### config.mk
export PLATFORM = sky130hd
export DESIGN_NAME = enigma_stepper
export DESIGN_NICKNAME = d
export VERILOG_FILES = /design/src/rtl/enigma_stepper.sv
export SDC_FILE = /design/constraint.sdc
export NUM_CORES = 1
export LEC_CHECK = 0
export ABC_CLOCK_PERIOD_IN_PS = 3400
export BUFFER_PORTS_ARGS = -buffer_cell sky130_fd_sc_hd__buf_2
export CORE_MARGIN = 3
export CORE_UTILIZATION = 40
export DETAILED_ROUTE_END_ITERATION = 10
export GPL_ROUTABILITY_DRIVEN = 0
export HOLD_SLACK_MARGIN = 0.02
export PLACE_DENSITY = 0.67
export SLEW_MARGIN = 20
export SYNTH_ARGS = -nofsm -noshare
export SYNTH_HDL_FRONTEND = slang
export SYNTH_SLANG_ARGS = --single-unit
### constraint.sdc
create_clock -name clk -period 3.4 [get_ports clk]
set_input_delay 0.85 -clock clk [delete_from_list [all_inputs] [get_ports clk]]
set_output_delay 0.85 -clock clk [all_outputs]
set_load 0.05 [all_outputs]
### src/rtl/enigma_stepper.sv
// Enigma front end: rotor position registers with odometer/double-step logic,
// keystroke handshake, and a registered output letter from the external core.
module enigma_stepper #(
  parameter int NOTCH1 = 16,
  parameter int NOTCH2 = 4
) (
  input  logic       clk,
  input  logic       rst_n,
  input  logic       load,
  input  logic [4:0] init_r1,
  input  logic [4:0] init_r2,
  input  logic [4:0] init_r3,
  input  logic       key_valid,
  input  logic [4:0] key_in,
  output logic       key_ready,
  output logic [4:0] r1,
  output logic [4:0] r2,
  output logic [4:0] r3,
  output logic [4:0] enc_in,
  input  logic [4:0] enc_out,
  output logic       out_valid,
  output logic [4:0] out_letter,
  input  logic       out_ready,
  output logic       err
);

  typedef enum logic [1:0] {IDLE, STEP, EVAL, DONE} state_t;

  localparam logic [4:0] N1 = 5'(NOTCH1);
  localparam logic [4:0] N2 = 5'(NOTCH2);

  state_t     state_q, state_d;
  logic [4:0] r1_q, r1_d, r2_q, r2_d, r3_q, r3_d;
  logic [4:0] enc_in_q, enc_in_d, out_letter_q, out_letter_d;
  logic       out_valid_q, out_valid_d, err_q, err_d;
  logic       accept, key_ok;

  function automatic logic [4:0] inc26(input logic [4:0] v);
    return (v >= 5'd25) ? 5'd0 : v + 5'd1;
  endfunction

  function automatic logic [4:0] clamp26(input logic [4:0] v);
    return (v > 5'd25) ? 5'd0 : v;
  endfunction

  assign accept = key_valid && key_ready;
  assign key_ok = (key_in <= 5'd25);

  // State register and datapath flops.
  always_ff @(posedge clk or negedge rst_n) begin
    if (!rst_n) begin
      state_q      <= IDLE;
      r1_q         <= 5'd0;
      r2_q         <= 5'd0;
      r3_q         <= 5'd0;
      enc_in_q     <= 5'd0;
      out_letter_q <= 5'd0;
      out_valid_q  <= 1'b0;
      err_q        <= 1'b0;
    end else begin
      state_q      <= state_d;
      r1_q         <= r1_d;
      r2_q         <= r2_d;
      r3_q         <= r3_d;
      enc_in_q     <= enc_in_d;
      out_letter_q <= out_letter_d;
      out_valid_q  <= out_valid_d;
      err_q        <= err_d;
    end
  end

  always_comb begin
    state_d = state_q;
    case (state_q)
      IDLE:    if (accept && key_ok) state_d = STEP;
      STEP:    state_d = EVAL;
      EVAL:    state_d = DONE;
      DONE:    if (out_ready) state_d = IDLE;
      default: state_d = IDLE;
    endcase
  end

  always_comb begin
    r1_d         = r1_q;
    r2_d         = r2_q;
    r3_d         = r3_q;
    enc_in_d     = enc_in_q;
    out_letter_d = out_letter_q;
    out_valid_d  = out_valid_q;
    err_d        = 1'b0;
    case (state_q)
      IDLE: begin
        if (load) begin
          r1_d = clamp26(init_r1);
          r2_d = clamp26(init_r2);
          r3_d = clamp26(init_r3);
        end else if (accept) begin
          if (key_ok) enc_in_d = key_in;
          else        err_d    = 1'b1;
        end
      end
      STEP: begin
        // A middle rotor sitting on its own notch steps together with rotor 3.
        r1_d = inc26(r1_q);
        if (r1_q == N1 || r2_q == N2) r2_d = inc26(r2_q);
        if (r2_q == N2)               r3_d = inc26(r3_q);
      end
      EVAL: begin
        out_letter_d = enc_out;
        out_valid_d  = 1'b1;
      end
      DONE: if (out_ready) out_valid_d = 1'b0;
      default: ;
    endcase
  end

  always_comb begin
    key_ready  = (state_q == IDLE) && !load;
    r1         = r1_q;
    r2         = r2_q;
    r3         = r3_q;
    enc_in     = enc_in_q;
    out_valid  = out_valid_q;
    out_letter = out_letter_q;
    err        = err_q;
  end

endmodule
==> results.toml <==
[status]
status = "complete, no violations"

[synthesis]
postSynthCellCount = 174
synth_top_area_share_pct = 40.0
synth_flop_cell = "dfrtp_1"
synth.area.top_cells = "dfrtp_1 40%, ha_1 9.0%, mux2_2 4.3%"
avgSynthCellArea_um2 = 10.4
yosysWarnings = 0
ys_ff_latch = 29
yosysSeqAreaShare_pct = 40.0
synth-edff-count = 0
synth_nets = 217
netlist-cell-type-count = 51
syn_area_um2 = 1820
synth_top_cell_by_area = "dfrtp_1"
synthArstFlopShare_pct = 100

[clock_network]
cts_max_level = 2
cts_setup_buffers = 0
root_buffer = "clkbuf_8"
clk_latency_ns = 0.27
cts_tree = "built"
cts_resized = 0
cts.clk_slew.worst_paths_ns = 0.06
hold_buffers = 0
cts_buffers = 5
cts.path.max_buffers = 2
cts.sinks = 29

[critical_path]
crit_buf_inv = 2
cpMaxStageDelayCell = "dfrtp_1"
startpoint_type = "flop"
crit_fanout = 4
max_stage_delay_ns = 0.39
crit_chain = "inv_1 > ha_1 > and2b_4 > buf_2"
crit_path_end_kind = "output pin"
cpLargestDelayFamily = "flip-flops"
crit_arrival_ns = 1.53
ff2ff_setup_slack_ns = 1.38
crit_required_ns = 2.55
path_class = "flop to output pin"

[routing]
routed_wl_um = 3850
via_count = 1594
drt_iter0_drc = 33
viasPerCell = 5.57
drtPass1Iterations = 4
drc_errors = 0
drtAntennaViolNets = 0
wl_per_cell_um = 13.5

[power]
p_per_area_nw_per_um2 = 1170
p_leak_nw = 1.07
peakVddDrop_v = 0.000575

[final_layout]
layout_common_cells = "57 x buf_2, 29 x dfrtp_1, 13 x nand2_1, 13 x ha_1, 11 x inv_1"
antenna_cells = 0
seq_area_um2 = 726
syn_to_final_growth_pct = 24.3
fin_nets = 278
fin_cells = 286
layout-drive-gt1-share_pct = 36.0
fillers = 374
multi_input_area_um2 = 1020
layout_commonest_cell = "buf_2"

[hold_path]
hold_class = "flop to flop"

[floorplanning]
die-area_um2 = 5380
num_rows = 23
initial_utilization_pct = 43.5
core_um2 = 4170
die_w_um = 73.4
die_y_um = 73.4
io-pin-count = 58

[run]
cap_violations = 0

[global_route]
grt_use_total_pct = 14.6
gr-total-overflow = 0
antenna_found_initial = 0
grt_pass1_vias = 1379
grt_max_degree = 30
grt_pass1_wl_um = 6130

[timing]
tightest_slew_ns = 0.603
max_freq_mhz = 420
hold_slack_ns = 0.467
post-route-min-period_ns = 2.38
finalMaxSlewViolations = 0
hold_viol_final = 0
clock_skew_ns = 0.00308
finalCritPeriodShare_pct = 70.0
totalNegativeSetupSlack_ns = 0
setup_violations = 0
rsz0062_at_grt = "false"
slew_headroom_pct = 58.9

[placed_design]
hpwl_um = 2910
place_inst = 278
io_buffers = 57
[routing by layer]
metal	vias up	GRT usage, %	share of wire [%]
li1	774	-	-
met1	763	18.6	45
met2	52	24.0	47
met3	5	3.83	7.1
met4	0	4.83	1.1
met5	-	0	0
[registers in the layout, indices dropped and copies added (netlist names)]
register,cells
out_valid,1
enc_in,5
r3,5
r1,5
state_q,2
err,1
out_letter,5
r2,5
[tightest hold or removal path, cell delays in order, from the launching register on]
cell and delay, ns:
dfrtp_1 0.33, nand2_1 0.05, nand2_1 0.05
[logic make-up (layout without fill, tap and decap cells)]
group	count (synthesis)	count (layout)	synth area share (%)
AO/OA/AOI/OAI	55	55	23.0
buffers and inverters	15	77	4.00
AND/OR/NAND/NOR	52	52	17.1
multiplexers	10	10	6.96
flip-flops	29	29	40.0
adder cells (fa/ha/maj)	13	13	8.96
[area by class of cell]
cell class	count	share of cell area (%)
multi-input combinational	130	45.1
sequential	29	32.2
timing repair buffer	58	13.0
clock buffer	7	3.83
tap	50	2.77
inverter	11	1.83
clock inverter	1	1.33
[stage by stage]
stage / worst slack (ns) / utilization (%) / area (um2) / total power [mW]
2_1_floorplan: 1.34 / - / 1820 / 1.95
3_3_place_gp: 1.05 / 51.3 / 2140 / 2.27
3_5_place_dp: 1.05 / 51.3 / 2140 / 2.29
4_1_cts: 0.996 / 54.1 / 2260 / 2.66
5_1_grt: 0.926 / 54.1 / 2260 / 2.82
6_report: 1.02 / 54.1 / 2260 / 2.63
[synth_stat cells, types with 2 or more instances]
| cell | instances |
|---|---|
| o2bb2ai_1 | 2 |
| a22oi_1 | 2 |
| nand3_1 | 7 |
| and3_1 | 2 |
| a32oi_1 | 5 |
| mux2_2 | 7 |
| nand2_1 | 13 |
| o21ai_0 | 9 |
| o211ai_2 | 2 |
| nand2b_1 | 3 |
| a21oi_1 | 9 |
| a2bb2oi_1 | 3 |
| dfrtp_1 | 29 |
| inv_1 | 11 |
| a31oi_1 | 2 |
| o22a_1 | 2 |
| a22o_1 | 4 |
| nor2_1 | 9 |
| o21ai_1 | 4 |
| nor4_1 | 2 |
| nor3_1 | 3 |
| buf_6 | 2 |
| o21a_1 | 2 |
| ha_1 | 13 |
[path summary, 6_finish.rpt]
check | start | to | cells past startpoint
min in group asynchronous | rst_n | err | 1
worst min register to register | enc_in[0] | enc_in[0] | 2
worst max-delay path | state_q[0] | key_ready | 4
worst min-delay path | enc_in[0] | enc_in[0] | 2
max in group asynchronous | rst_n | r3[1] | 1
worst max register to register | state_q[1] | r2[3] | 7
[report_power, final]
group          internal [mW]  switching [mW]  total [mW]
registers              0.514           0.192       0.706
logic                  0.519            1.05        1.57
clock network          0.238           0.122       0.360
No activity file was read; power rests on OpenSTA's default activity.
